$ cat src/rtl/autoconfig_master_sequencer_pkg.sv
// Shared types and constants for the UART autoconfiguration master sequencer.
package autoconfig_master_sequencer_pkg;

  localparam int unsigned ID_W     = 2;
  localparam int unsigned OPT_W    = 2;
  localparam int unsigned BYTE_W   = 8;
  localparam int unsigned STATE_W  = 3;

  // Configuration packet identifiers, sent in this order
  localparam logic [ID_W-1:0] DATA_WIDTH_ID  = 2'b01;
  localparam logic [ID_W-1:0] STOP_BITS_ID   = 2'b10;
  localparam logic [ID_W-1:0] PARITY_MODE_ID = 2'b11;

  // Byte the slave returns to acknowledge a packet
  localparam logic [BYTE_W-1:0] ACK_BYTE = 8'hFF;

  // One configuration byte as placed into the TX FIFO
  typedef struct packed {
    logic [3:0]       pad;
    logic [ID_W-1:0]  id;
    logic [OPT_W-1:0] option;
  } cfg_packet_t;

  typedef enum logic [STATE_W-1:0] {
    IDLE     = 3'd0,
    SEND     = 3'd1,
    WAIT_ACK = 3'd2,
    CHECK    = 3'd3,
    RETRY    = 3'd4,
    DONE     = 3'd5,
    FAIL     = 3'd6
  } seq_state_e;

  // Assemble a configuration packet from its ID and option
  function automatic cfg_packet_t make_packet(input logic [ID_W-1:0]  id,
                                              input logic [OPT_W-1:0] option);
    cfg_packet_t pkt;
    pkt.pad    = 4'h0;
    pkt.id     = id;
    pkt.option = option;
    return pkt;
  endfunction

endpackage

$ cat src/rtl/autoconfig_master_sequencer_timeout_counter.sv
// Saturating cycle counter flagging the last cycle of a LIMIT-cycle window.
module autoconfig_master_sequencer_timeout_counter #(
  parameter int unsigned LIMIT = 16
) (
  input  logic clk_i,
  input  logic rst_i,
  input  logic clear_i,
  input  logic enable_i,
  output logic expired_c
);

  localparam int unsigned CNT_W = (LIMIT > 1) ? $clog2(LIMIT) : 1;
  localparam logic [CNT_W-1:0] LAST = CNT_W'(LIMIT - 1);

  logic [CNT_W-1:0] r_count;

  // Count while enabled, hold at the last value so a window never wraps
  always_ff @(posedge clk_i or posedge rst_i) begin
    if (rst_i) begin
      r_count <= '0;
    end else if (clear_i) begin
      r_count <= '0;
    end else if (enable_i && (r_count != LAST)) begin
      r_count <= r_count + CNT_W'(1);
    end
  end

  // Expired during the final enabled cycle of the window
  assign expired_c = enable_i && (r_count == LAST);

endmodule

$ cat src/rtl/autoconfig_master_sequencer.sv
// Sends the three UART configuration packets and collects their acknowledges,
// retrying each packet a bounded number of times.
module autoconfig_master_sequencer
  import autoconfig_master_sequencer_pkg::*;
#(
  parameter int unsigned TIMEOUT_CYCLES = 5_000_000,
  parameter int unsigned MAX_RETRY      = 3
) (
  input  logic              clk_i,
  input  logic              rst_i,
  input  logic              start_i,
  input  logic [OPT_W-1:0]  data_width_i,
  input  logic [OPT_W-1:0]  stop_bits_i,
  input  logic [OPT_W-1:0]  parity_mode_i,
  input  logic              tx_fifo_full_i,
  output logic              tx_fifo_write_o,
  output logic [BYTE_W-1:0] tx_data_o,
  input  logic              rx_fifo_empty_i,
  output logic              rx_fifo_read_o,
  input  logic [BYTE_W-1:0] rx_data_i,
  output logic              busy_o,
  output logic              done_o,
  output logic              fail_o,
  output logic [ID_W-1:0]   fail_field_o
);

  localparam int unsigned RETRY_W = $clog2(MAX_RETRY + 1);
  localparam logic [RETRY_W-1:0] RETRY_LIMIT = RETRY_W'(MAX_RETRY);

  seq_state_e         r_state;
  seq_state_e         w_next_state;

  logic [ID_W-1:0]    r_field;
  logic [RETRY_W-1:0] r_retry;
  logic [RETRY_W-1:0] w_retry_inc;
  logic [OPT_W-1:0]   r_opt_data_width;
  logic [OPT_W-1:0]   r_opt_stop_bits;
  logic [OPT_W-1:0]   r_opt_parity_mode;
  logic [OPT_W-1:0]   w_option;
  logic [BYTE_W-1:0]  r_rx_byte;

  logic               w_timer_clear;
  logic               w_timer_en;
  logic               w_timer_expired;

  logic               r_busy;
  logic               r_done;
  logic               r_fail;
  logic [ID_W-1:0]    r_fail_field;
  logic               w_busy_d;
  logic               w_done_d;
  logic               w_fail_d;
  logic [ID_W-1:0]    w_fail_field_d;

  assign w_retry_inc   = r_retry + RETRY_W'(1);
  assign w_timer_en    = (r_state == WAIT_ACK);
  assign w_timer_clear = (r_state != WAIT_ACK);

  // Acknowledge timer, restarted every time WAIT_ACK is entered
  autoconfig_master_sequencer_timeout_counter #(
    .LIMIT (TIMEOUT_CYCLES)
  ) u_ack_timer (
    .clk_i     (clk_i),
    .rst_i     (rst_i),
    .clear_i   (w_timer_clear),
    .enable_i  (w_timer_en),
    .expired_c (w_timer_expired)
  );

  // Option belonging to the packet currently being sent
  always_comb begin
    w_option = r_opt_data_width;
    case (r_field)
      STOP_BITS_ID:   w_option = r_opt_stop_bits;
      PARITY_MODE_ID: w_option = r_opt_parity_mode;
      default:        w_option = r_opt_data_width;
    endcase
  end

  // State register
  always_ff @(posedge clk_i or posedge rst_i) begin
    if (rst_i) begin
      r_state <= IDLE;
    end else begin
      r_state <= w_next_state;
    end
  end

  // Next-state logic; an arriving byte takes priority over the timeout
  always_comb begin
    w_next_state = r_state;
    case (r_state)
      IDLE: begin
        if (start_i) begin
          w_next_state = SEND;
        end
      end
      SEND: begin
        if (!tx_fifo_full_i) begin
          w_next_state = WAIT_ACK;
        end
      end
      WAIT_ACK: begin
        if (!rx_fifo_empty_i) begin
          w_next_state = CHECK;
        end else if (w_timer_expired) begin
          w_next_state = RETRY;
        end
      end
      CHECK: begin
        if (r_rx_byte == ACK_BYTE) begin
          w_next_state = (r_field == PARITY_MODE_ID) ? DONE : SEND;
        end else begin
          w_next_state = RETRY;
        end
      end
      RETRY: begin
        w_next_state = (w_retry_inc == RETRY_LIMIT) ? FAIL : SEND;
      end
      DONE:    w_next_state = IDLE;
      FAIL:    w_next_state = IDLE;
      default: w_next_state = IDLE;
    endcase
  end

  // Output logic: FIFO strobes decoded from the current state, status from the next state
  always_comb begin
    tx_fifo_write_o = 1'b0;
    tx_data_o       = '0;
    rx_fifo_read_o  = 1'b0;
    w_busy_d        = (w_next_state != IDLE);
    w_done_d        = (w_next_state == DONE);
    w_fail_d        = (w_next_state == FAIL);
    w_fail_field_d  = r_fail_field;
    case (r_state)
      IDLE: begin
        if (start_i) begin
          w_fail_field_d = '0;
        end
      end
      SEND: begin
        tx_fifo_write_o = !tx_fifo_full_i;
        tx_data_o       = make_packet(r_field, w_option);
      end
      WAIT_ACK: begin
        rx_fifo_read_o = !rx_fifo_empty_i;
      end
      RETRY: begin
        if (w_next_state == FAIL) begin
          w_fail_field_d = r_field;
        end
      end
      default: begin
      end
    endcase
  end

  // Registered status outputs
  always_ff @(posedge clk_i or posedge rst_i) begin
    if (rst_i) begin
      r_busy       <= 1'b0;
      r_done       <= 1'b0;
      r_fail       <= 1'b0;
      r_fail_field <= '0;
    end else begin
      r_busy       <= w_busy_d;
      r_done       <= w_done_d;
      r_fail       <= w_fail_d;
      r_fail_field <= w_fail_field_d;
    end
  end

  assign busy_o       = r_busy;
  assign done_o       = r_done;
  assign fail_o       = r_fail;
  assign fail_field_o = r_fail_field;

  // Sequence datapath: option snapshot, current field, retry count, received byte
  always_ff @(posedge clk_i or posedge rst_i) begin
    if (rst_i) begin
      r_field           <= '0;
      r_retry           <= '0;
      r_opt_data_width  <= '0;
      r_opt_stop_bits   <= '0;
      r_opt_parity_mode <= '0;
      r_rx_byte         <= '0;
    end else begin
      case (r_state)
        IDLE: begin
          if (start_i) begin
            r_field           <= DATA_WIDTH_ID;
            r_retry           <= '0;
            r_opt_data_width  <= data_width_i;
            r_opt_stop_bits   <= stop_bits_i;
            r_opt_parity_mode <= parity_mode_i;
          end
        end
        WAIT_ACK: begin
          if (!rx_fifo_empty_i) begin
            r_rx_byte <= rx_data_i;
          end
        end
        CHECK: begin
          if ((r_rx_byte == ACK_BYTE) && (r_field != PARITY_MODE_ID)) begin
            r_field <= r_field + ID_W'(1);
            r_retry <= '0;
          end
        end
        RETRY: begin
          r_retry <= w_retry_inc;
        end
        default: begin
        end
      endcase
    end
  end

endmodule
$ cat config.mk
export PLATFORM = sky130hd
export DESIGN_NAME = autoconfig_master_sequencer
export DESIGN_NICKNAME = d
export VERILOG_FILES = /design/src/rtl/autoconfig_master_sequencer_pkg.sv /design/src/rtl/autoconfig_master_sequencer_timeout_counter.sv /design/src/rtl/autoconfig_master_sequencer.sv
export SDC_FILE = /design/constraint.sdc
export NUM_CORES = 1
export LEC_CHECK = 0
export ABC_AREA = 0
export CORE_MARGIN = 2
export CORE_UTILIZATION = 61
export CTS_BUF_LIST = sky130_fd_sc_hd__clkbuf_4
export CTS_CLUSTER_DIAMETER = 100
export DETAILED_ROUTE_END_ITERATION = 12
export PLACE_DENSITY_LB_ADDON = 0.2
export SYNTH_ARGS = -nofsm -noshare
export SYNTH_HDL_FRONTEND = slang
export SYNTH_SLANG_ARGS = --single-unit
$ cat constraint.sdc
create_clock -name clk_i -period 3.6 [get_ports clk_i]
set_clock_uncertainty 0.05 [all_clocks]
set_input_delay 0.36 -clock clk_i [delete_from_list [all_inputs] [get_ports clk_i]]
set_output_delay 0.36 -clock clk_i [all_outputs]
set_load 0.01 [all_outputs]
==> impl_metrics.env, run 1 <==
export IMPL_cts_tree="done"
export IMPL_grt_remaining_overflow=0
export IMPL_irDropWorstVdd_mv=0.361
export IMPL_hold_class="flop to flop"
export IMPL_avgSynthCellArea_um2=10.4
export IMPL_drc_errors=0
export IMPL_place_ws_ps=1270
export IMPL_powerDensity_nw_per_um2=538
export IMPL_core_area_um2=3740
export IMPL_ios=34
export IMPL_drtAntennaViolNets=0
export IMPL_path_cells="nor2_1 > nand2_1 > buf_4 > nor2_2 > clkdlybuf4s50_1"
export IMPL_grt_pass1_vias=1744
export IMPL_reg2reg_depth=6
export IMPL_timing_rr_end="u_ack_timer.r_count[5]$_DFFE_PP0P_"
export IMPL_rsz0062_at_grt="false"
export IMPL_synth_top_cell_by_area="dfrtp_1"
export IMPL_synth_cells=232
export IMPL_num_vias=1747
export IMPL_drtIter0Drc=115
export IMPL_n_antenna_cell=0
export IMPL_cts_buffers=5
export IMPL_critPathLaunch="r_state[2]$_DFF_PP0_"
export IMPL_first_pass_iters=4
export IMPL_wl_mm=4.55
export IMPL_htreeDepth=2
export IMPL_cp_start_kind="flop"
export IMPL_async_flop_share_pct=100
export IMPL_dp_hpwl_mm=3.23
export IMPL_synth_most_common_cell="dfrtp_1"
export IMPL_fin_nets=285
export IMPL_cts_hold_buf=0
export IMPL_grt_pass1_wl_mm=7.89
export IMPL_port_buffers=29
export IMPL_max_stage_delay_ps=630
export IMPL_end_kind="output pin"
export IMPL_synth_area_um2=2410
export IMPL_hold_depth=1
export IMPL_hold_viol=0
export IMPL_setup_viol=0
export IMPL_worstPathRequired_ps=3190
export IMPL_hp_start="r_retry[0]$_DFFE_PP0P_"
export IMPL_ys_seq_area_share_pct=50.8
export IMPL_tightest_slew_ps=987
export IMPL_initial_core_util_pct=64.5
export IMPL_synth_seq_cells=49
export IMPL_clock_sinks=49
export IMPL_place_congestion=0.845
export IMPL_leakagePower_nw=1.13
export IMPL_cp_max_fo=21
export IMPL_clkLatencyLatePin_ps=370
export IMPL_slew_viol_final=0
export IMPL_synth_edf_count=0
export IMPL_ys_warn_count=0
export IMPL_setup_tns_ps=0
export IMPL_die_area_um2=4480
export IMPL_crit_reg2reg_launch="u_ack_timer.r_count[0]$_DFFE_PP0P_"
export IMPL_r2r_setup_slack_ps=1550
export IMPL_post_cts_buffers=0
export IMPL_rows=22
export IMPL_criticalPathCategory="flop to output pin"
export IMPL_drive_gt1_share_pct=12.2
export IMPL_hold_path_end="r_retry[0]$_DFFE_PP0P_"
export IMPL_wl_per_cell_um=14.7
export IMPL_slew_headroom_pct=34.1
export IMPL_die_h_um=66.9
export IMPL_grt_max_degree=50
export IMPL_synthTopCellsByCount="49 x dfrtp_1, 27 x nor2_1, 18 x nand2_1"
export IMPL_min_period_over_period_pct=77.5
export IMPL_area_growth_pct=15.0
export IMPL_cap_violations=0
export IMPL_clockBufferDepth=2
export IMPL_setup_ws_ps=810
export IMPL_fmax_mhz=358
export IMPL_cp_arrival_ps=2380
export IMPL_synth_top_area_share_pct=50.8
export IMPL_grt_usage_pct=23.5
export IMPL_clkTransAtPathRegs_ps=130
export IMPL_die_width_um=66.9
export IMPL_vias_per_cell=5.64
export IMPL_yosys_most_used_dff="dfrtp_1"
export IMPL_synthTopCellsByArea="dfrtp_1 51%, mux2_2 6.5%, xor2_1 4.4%"
export IMPL_period_minus_slack_ps=2790
export IMPL_slowest_stage="clkdlybuf4s50_1"
export IMPL_status="complete, no violations"
export IMPL_cts_resized=0
export IMPL_antenna_found_initial=0
export IMPL_cts_root_buf="clkbuf_4"
export IMPL_yosysUniqueCellTypes=46
-- flip-flops by register name (all words and copies together) (netlist names) --
| signal | flops |
|---|---|
| r_opt_data_width | 2 |
| fail_o | 1 |
| fail_field_o | 2 |
| r_field | 2 |
| r_opt_parity_mode | 2 |
| r_state | 3 |
| r_opt_stop_bits | 2 |
| done_o | 1 |
| busy_o | 1 |
| u_ack_timer.r_count | 23 |
| r_retry | 2 |
| r_rx_byte | 8 |
-- cell usage in the layout, fill, tap and decap left out, types with 6 or more instances in the layout --
cell type and count:
dfrtp_1 49, clkdlybuf4s50_1 29, nor2_1 27, nand2_1 18, mux2_2 14, xor2_1 12
nand3_1 11, o21ai_0 10, nand4_1 9, nor3_1 9, inv_1 8, a21oi_1 7
clkbuf_4 6
-- layout make-up --
cell class                 instances  area, um2
inverter                           9       33.8
clock inverter                     1       3.75
fill                             296        967
sequential                        49       1230
clock buffer                       6       45.0
tap                               48       60.1
timing repair buffer              30        298
multi-input combinational        167       1110
-- how the worst max path moves through the flow --
stage / endpoint / slack (ps) / cells past startpoint
final: rx_fifo_read_o / 810 / 5
after floorplan: u_ack_timer.r_count[3]$_DFFE_PP0P_ / 1710 / 6
after CTS: rx_fifo_read_o / 840 / 5
after global placement: rx_fifo_read_o / 1280 / 5
after detailed placement: rx_fifo_read_o / 1270 / 5
after global routing: rx_fifo_read_o / 680 / 5
-- worst max-delay path: cells and delay by family (launching register included) --
kind	cells	cell delay [ps]
AND/OR/NAND/NOR	3	640
buffers and inverters	2	850
flip-flops	1	530
-- logic make-up (layout without fill, tap and decap cells) --
family	Yosys count	count (layout)	share of synthesized area [%]
other	1	4	0.155
AOI/OAI and AO/OA	31	31	7.98
xor gates and xnor gates	15	15	5.44
DFF	49	49	50.8
buffers and inverters	19	46	3.68
muxes	16	16	7.36
and+or+nand+nor	97	97	22.5
adders and majority gates	4	4	2.07
-- metal layers --
metal / wire [um] / track usage, % / vias to the layer above
li1: - / - / 866
met1: 2290 / 33.9 / 843
met2: 2040 / 35.8 / 33
met3: 156 / 4.73 / 5
met4: 59 / 7.65 / 0
met5: 0 / 0 / -
-- metrics by stage --
| step | hold slack, ps | utilization [%] | cell area (um2) | total power [mW] | std cells |
|---|---|---|---|---|---|
| 2_1_floorplan | 404 | - | 2420 | 1.10 | 235 |
| 6_report | 448 | 74.2 | 2780 | 1.49 | 310 |
| 5_1_grt | 484 | 74.2 | 2780 | 1.58 | 310 |
| 4_1_cts | 450 | 74.2 | 2780 | 1.50 | 310 |
| 3_5_place_dp | 429 | 72.9 | 2730 | 1.26 | 303 |
| 3_3_place_gp | 418 | 72.9 | 2730 | 1.24 | 303 |
-- power by group --
part | leakage (nW) | internal [mW] | total (mW) | switching [mW]
clock | 0.0292 | 0.0787 | 0.239 | 0.160
sequential | 0.641 | 0.677 | 0.785 | 0.107
combinational | 0.461 | 0.237 | 0.469 | 0.231
Power figures use the tool's default switching activity.
==> run 2: changes to the inputs <==
--- a/config.mk
+++ b/config.mk
@@ -7,7 +7,7 @@
 export LEC_CHECK = 0
 export ABC_AREA = 0
 export CORE_MARGIN = 2
-export CORE_UTILIZATION = 61
+export CORE_UTILIZATION = 56
 export CTS_BUF_LIST = sky130_fd_sc_hd__clkbuf_4
 export CTS_CLUSTER_DIAMETER = 100
 export DETAILED_ROUTE_END_ITERATION = 12
==> constraint.sdc (replaced) <==
create_clock -name clk_i -period 2.7 [get_ports clk_i]
set_clock_uncertainty 0.05 [all_clocks]
set_input_delay 0.27 -clock clk_i [delete_from_list [all_inputs] [get_ports clk_i]]
set_output_delay 0.27 -clock clk_i [all_outputs]
set_load 0.01 [all_outputs]
==> run 2 against run 1 <==
Net effect: first-iteration DRC count increased by 48%; global-route usage down 3.7 points; via count grew 1.8%; critical path depth fell by 2; register-to-register slack worse by 900 ps; wire length fell by 3.3%; power up 34%; critical path type unchanged; largest cell class unchanged; largest power group unchanged.
==> impl_metrics.env, run 2 (synthesis results as in run 1) <==
export IMPL_path_cells="or3b_2 > nor2_1 > clkdlybuf4s50_1"
export IMPL_hold_viol=0
export IMPL_internal_power_mw=1.34
export IMPL_initial_core_util_pct=59.1
export IMPL_regMostFlops="u_ack_timer.r_count"
export IMPL_irDropWorstVdd_mv=0.529
export IMPL_largestRegisters="u_ack_timer.r_count: 23 flops, r_rx_byte: 8 flops, r_state: 3 flops"
export IMPL_crit_family="simple AND/OR/NAND/NOR gates"
export IMPL_htreeDepth=2
export IMPL_fin_nets=289
export IMPL_worstPathRequired_ps=2380
export IMPL_power_mw=2.00
export IMPL_drtIter0Drc=170
export IMPL_vias_per_cell=5.63
export IMPL_cp_arrival_ps=2150
export IMPL_grt_usage_pct=19.8
export IMPL_pwr_share_seq_pct=52.0
export IMPL_place_congestion=0.837
export IMPL_die_h_um=69.7
export IMPL_num_vias=1779
export IMPL_drive_gt1_share_pct=13.5
export IMPL_end_kind="output pin"
export IMPL_cap_violations=0
export IMPL_ios=34
export IMPL_cts_root_buf="clkbuf_4"
export IMPL_cts_tree="done"
export IMPL_setup_viol=0
export IMPL_slew_headroom_pct=48.0
export IMPL_rows=23
export IMPL_wl_mm=4.40
export IMPL_min_period_over_period_pct=91.6
export IMPL_die_area_um2=4850
export IMPL_grt_max_degree=50
export IMPL_die_width_um=69.7
export IMPL_mostFrequentLayoutCells="49 x dfrtp_1, 29 x clkdlybuf4s50_1, 27 x nor2_1"
export IMPL_fmax_mhz=404
export IMPL_cp_start_kind="flop"
export IMPL_area_growth_pct=16.4
export IMPL_grt_remaining_overflow=0
export IMPL_period_minus_slack_ps=2470
export IMPL_wl_per_cell_um=13.9
export IMPL_slew_viol_final=0
export IMPL_switching_share_pct=32.7
export IMPL_drc_errors=0
export IMPL_core_area_um2=4090
export IMPL_switching_power_mw=0.654
export IMPL_largest_register_ffs=23
export IMPL_powerDensity_nw_per_um2=711
export IMPL_worst_path_buf_inv=1
export IMPL_cts_buffers=5
export IMPL_port_buffers=29
export IMPL_final_common_cell="dfrtp_1"
export IMPL_first_pass_iters=4
export IMPL_leakagePower_nw=1.15
export IMPL_slowest_stage="or3b_2"
export IMPL_tightest_slew_ps=773
export IMPL_antenna_found_initial=0
export IMPL_criticalPathCategory="flop to output pin"
export IMPL_rsz0062_at_grt="false"
export IMPL_fill_cells=323
export IMPL_cts_hold_buf=0
export IMPL_clkLatencyLatePin_ps=360
export IMPL_post_cts_buffers=0
export IMPL_max_stage_delay_ps=580
export IMPL_clkTransAtPathRegs_ps=130
export IMPL_pwr_share_comb_pct=32.2
export IMPL_path_depth=3
export IMPL_drtAntennaViolNets=0
export IMPL_grt_pass1_wl_mm=7.78
export IMPL_status="complete, no violations"
export IMPL_clockBufferDepth=2
export IMPL_pwr_share_clk_pct=15.9
export IMPL_clock_sinks=49
export IMPL_n_antenna_cell=0
export IMPL_cts_resized=0
export IMPL_cp_max_fo=12
export IMPL_setup_tns_ps=0
export IMPL_reg2reg_depth=6
export IMPL_hold_class="input port to asynchronous set/reset pin"
export IMPL_dp_hpwl_mm=3.26
export IMPL_grt_pass1_vias=1688
==> run 2: cell count changes in the layout (fill, tap and decap cells not counted) <==
cell	delta
buf_4	+4
==> run 2: final timing paths <==
path	to	startpoint	slack, ps
setup reg to reg	u_ack_timer.r_count[3]$_DFFE_PP0P_	u_ack_timer.r_count[1]$_DFFE_PP0P_	650
setup / recovery	tx_fifo_write_o	r_state[2]$_DFF_PP0_	230
max in group asynchronous	u_ack_timer.r_count[9]$_DFFE_PP0P_	rst_i	1880
min in group clk_i	r_retry[0]$_DFFE_PP0P_	r_retry[0]$_DFFE_PP0P_	440
hold reg to reg	r_retry[0]$_DFFE_PP0P_	r_retry[0]$_DFFE_PP0P_	440
hold / removal	r_rx_byte[2]$_DFFE_PP0P_	rst_i	310
==> run 2: area by class of cell <==
class / count / area, um2 / share of cell area (%)
flip-flops and latches: 49 / 1230 / 43.7
multi-input cells: 167 / 1110 / 39.5
repair buffers: 34 / 328 / 11.7
well taps: 50 / 62.6 / 2.23
clock buffers: 6 / 45.0 / 1.60
inverters: 9 / 33.8 / 1.20
clock inverters: 1 / 3.75 / 0.134
==> run 2: layer usage <==
layer	global-route usage (%)	wire length, um	vias to the layer above
li1	-	-	878
met2	29.6	1980	33
met5	0	0	-
met1	29.4	2230	862
met4	5.98	46	0
met3	3.92	142	6
==> run 2: worst reg2reg max path, stage by stage (launching register included) <==
cell and delay, ps:
dfrtp_1 450, ha_1 260, nand3_4 140, or4_4 600
o21bai_2 220, xor2_1 180, nor2_1 50
==> run 2: metrics by stage <==
step	cell area, um2	hold WS [ps]	utilization, %	instances	setup slack [ps]
after floorplan	2420	332	-	235	809
after global placement	2760	424	67.5	309	664
after detailed placement	2760	433	67.5	309	623
after CTS	2810	341	68.7	316	220
after global routing	2810	394	68.7	316	165
final	2810	311	68.7	316	226
==> run 2: power by group through the flow <==
| stage | Combinational (mW) | Clock [mW] | Sequential [mW] |
|---|---|---|---|
| global route | 0.715 | 0.349 | 1.07 |
| detailed placement | 0.645 | 0 | 1.06 |
| global placement | 0.636 | 0 | 1.05 |
| finish | 0.643 | 0.317 | 1.04 |
| floorplan | 0.466 | 0 | 0.995 |
| CTS | 0.645 | 0.324 | 1.04 |
==> run 3: changes to the inputs <==
--- a/config.mk
+++ b/config.mk
@@ -5,9 +5,9 @@
 export SDC_FILE = /design/constraint.sdc
 export NUM_CORES = 1
 export LEC_CHECK = 0
-export ABC_AREA = 0
+export ABC_AREA = 1
 export CORE_MARGIN = 2
-export CORE_UTILIZATION = 56
+export CORE_UTILIZATION = 58
 export CTS_BUF_LIST = sky130_fd_sc_hd__clkbuf_4
 export CTS_CLUSTER_DIAMETER = 100
 export DETAILED_ROUTE_END_ITERATION = 12
==> run 3 against run 2 <==
Net effect: combinational power grew 6.1%; register-to-register slack gained 240 ps; sequential share of layout area shrank 4.3 points; maximum frequency grew 0.72%; critical path depth grew 1; die area grew 9.6%; critical endpoint is now rx_fifo_read_o; highest routed layer unchanged.
==> impl_metrics.env, run 3 <==
export IMPL_status="complete, no violations"
export IMPL_hold_viol=0
export IMPL_place_congestion=0.950
export IMPL_num_vias=2439
export IMPL_die_h_um=72.9
export IMPL_design_area_um2=3120
export IMPL_htreeDepth=2
export IMPL_cts_hold_buf=0
export IMPL_clkTransAtPathRegs_ps=140
export IMPL_grt_usage_pct=24.4
export IMPL_multi_input_area_um2=1290
export IMPL_initial_core_util_pct=59.1
export IMPL_async_flop_share_pct=100
export IMPL_regMostFlops="u_ack_timer.r_count"
export IMPL_synth_most_common_cell="nand2_1"
export IMPL_synthTopCellsByCount="105 x nand2_1, 57 x nor2_1, 49 x dfrtp_1"
export IMPL_cts_buffers=5
export IMPL_seqCellArea_um2=1230
export IMPL_max_stage_delay_ps=590
export IMPL_period_minus_slack_ps=2460
export IMPL_criticalPathCategory="flop to output pin"
export IMPL_ys_warn_count=0
export IMPL_cts_resized=0
export IMPL_min_period_over_period_pct=91.0
export IMPL_drive_gt1_share_pct=5.91
export IMPL_placed_cells=453
export IMPL_setup_tns_ps=0
export IMPL_wl_mm=5.84
export IMPL_slew_headroom_pct=59.6
export IMPL_final_common_cell="nand2_1"
export IMPL_synthTopCellsByArea="dfrtp_1 45%, nand2_1 14%, nor2_1 7.8%"
export IMPL_rows=25
export IMPL_grt_pass1_vias=2373
export IMPL_fmax_mhz=407
export IMPL_clkLatencyLatePin_ps=360
export IMPL_path_cells="nor2_1 > nand3_2 > inv_1 > clkdlybuf4s50_1"
export IMPL_fin_nets=429
export IMPL_switching_power_mw=0.740
export IMPL_end_kind="output pin"
export IMPL_synth_cells=376
export IMPL_drtIter0Drc=132
export IMPL_setup_viol=0
export IMPL_port_buffers=29
export IMPL_cts_tree="done"
export IMPL_pwr_share_seq_pct=49.9
export IMPL_synth_top_area_share_pct=44.5
export IMPL_ys_seq_area_share_pct=44.5
export IMPL_finalNonFillerCells=460
export IMPL_drtAntennaViolNets=0
export IMPL_die_area_um2=5320
export IMPL_vias_per_cell=5.30
export IMPL_switching_share_pct=37.1
export IMPL_cp_max_fo=11
export IMPL_antenna_found_initial=0
export IMPL_synth_edf_count=0
export IMPL_slew_viol_final=0
export IMPL_pwr_share_clk_pct=15.9
export IMPL_rsz0062_at_grt="false"
export IMPL_dp_hpwl_mm=4.46
export IMPL_place_area_um2=3070
export IMPL_clock_sinks=49
export IMPL_grt_remaining_overflow=0
export IMPL_die_width_um=72.9
export IMPL_slowest_stage="clkdlybuf4s50_1"
export IMPL_cp_arrival_ps=2140
export IMPL_first_pass_iters=4
export IMPL_n_antenna_cell=0
export IMPL_grt_max_degree=50
export IMPL_synth_seq_cells=49
export IMPL_worstPathRequired_ps=2380
export IMPL_clockBufferDepth=2
export IMPL_cts_root_buf="clkbuf_4"
export IMPL_leakagePower_nw=1.45
export IMPL_yosysUniqueCellTypes=28
export IMPL_ios=34
export IMPL_irDropWorstVdd_mv=0.611
export IMPL_wl_per_cell_um=12.7
export IMPL_pwr_share_comb_pct=34.2
export IMPL_area_growth_pct=13.1
export IMPL_yosys_most_used_dff="dfrtp_1"
export IMPL_cap_violations=0
export IMPL_synth_area_um2=2760
export IMPL_largest_register_ffs=23
export IMPL_cp_start_kind="flop"
export IMPL_internal_power_mw=1.25
export IMPL_tightest_slew_ps=605
export IMPL_largestRegisters="u_ack_timer.r_count: 23 flops, r_rx_byte: 8 flops, r_state: 3 flops"
export IMPL_synth_top_cell_by_area="dfrtp_1"
export IMPL_mostFrequentLayoutCells="105 x nand2_1, 57 x nor2_1, 49 x dfrtp_1"
export IMPL_fill_cells=428
export IMPL_grt_pass1_wl_mm=10.2
export IMPL_avgSynthCellArea_um2=7.33
export IMPL_post_cts_buffers=0
export IMPL_core_area_um2=4660
export IMPL_powerDensity_nw_per_um2=639
export IMPL_hold_class="input port to asynchronous set/reset pin"
export IMPL_drc_errors=0
## run 3: changes by cell type after synthesis, sizes merged, moves of 6 or more
cell	previous run	this run
inv	9	50
xor2	12	3
mux2	14	0
nand3	12	27
o21ai	13	20
nand2	18	109
nand4	9	15
nor2	29	61
## run 3: stage by stage
stage | util, % | hold slack, ps | setup WS, ps | power, mW
6_report | 66.9 | 322 | 243 | 1.99
3_3_place_gp | 65.8 | 415 | 608 | 1.67
5_1_grt | 66.9 | 376 | 61.8 | 2.15
4_1_cts | 66.9 | 342 | 220 | 2.01
3_5_place_dp | 65.8 | 415 | 551 | 1.69
2_1_floorplan | - | 330 | 1210 | 1.46
## run 3: final timing paths
| check | startpoint | to | slack (ps) | cells after the start |
|---|---|---|---|---|
| worst max-delay path | r_state[2]$_DFF_PP0_ | rx_fifo_read_o | 240 | 4 |
| worst min-delay path | rst_i | r_field[0]$_DFFE_PP0P_ | 320 | 3 |
| worst max register to register | r_state[2]$_DFF_PP0_ | done_o$_DFF_PP0_ | 890 | 5 |
| worst min register to register | r_opt_data_width[1]$_DFFE_PP0P_ | r_opt_data_width[1]$_DFFE_PP0P_ | 440 | 2 |
| max in group asynchronous | rst_i | done_o$_DFF_PP0_ | 1870 | 3 |
| min in group clk_i | rx_data_i[0] | r_rx_byte[0]$_DFFE_PP0P_ | 380 | 3 |
## run 3: power groups by stage
stage | registers (mW) | logic [mW] | clock network [mW]
5_1_grt | 1.02 | 0.769 | 0.358
3_3_place_gp | 1.00 | 0.666 | 0
4_1_cts | 0.995 | 0.687 | 0.331
2_1_floorplan | 1.00 | 0.454 | 0
6_report | 0.994 | 0.682 | 0.317
3_5_place_dp | 1.01 | 0.683 | 0
## run 3: critical path, delay by kind of cell (launching register included)
family                 cells  cell delay, ps
AND/OR/NAND/NOR            2             430
flip-flops                 1             470
buffers and inverters      2             870
## run 3: cell type report
| cell class | count | area share [%] |
|---|---|---|
| sequential | 49 | 39.3 |
| multi-input combinational | 270 | 41.3 |
| inverter | 50 | 6.02 |
| tap | 54 | 2.17 |
| clock inverter | 2 | 0.361 |
| timing repair buffer | 30 | 9.55 |
| clock buffer | 5 | 1.20 |
## run 3: logic make-up after synthesis
logic type               synth area share (%)
other                                   0.136
XOR/XNOR                                 1.59
adder cells (fa/ha/maj)                  1.82
AND/OR/NAND/NOR                          36.2
flip-flops                               44.5
buffers and inverters                    9.13
AO/OA/AOI/OAI                            6.63
## run 3: layer usage
metal | GRT usage (%) | vias to the layer above | share of wire [%]
met2 | 40.0 | 52 | 48
met1 | 32.3 | 1129 | 47
li1 | - | 1249 | -
met4 | 9.26 | 0 | 1.7
met3 | 4.42 | 9 | 3.2
met5 | 0 | - | 0
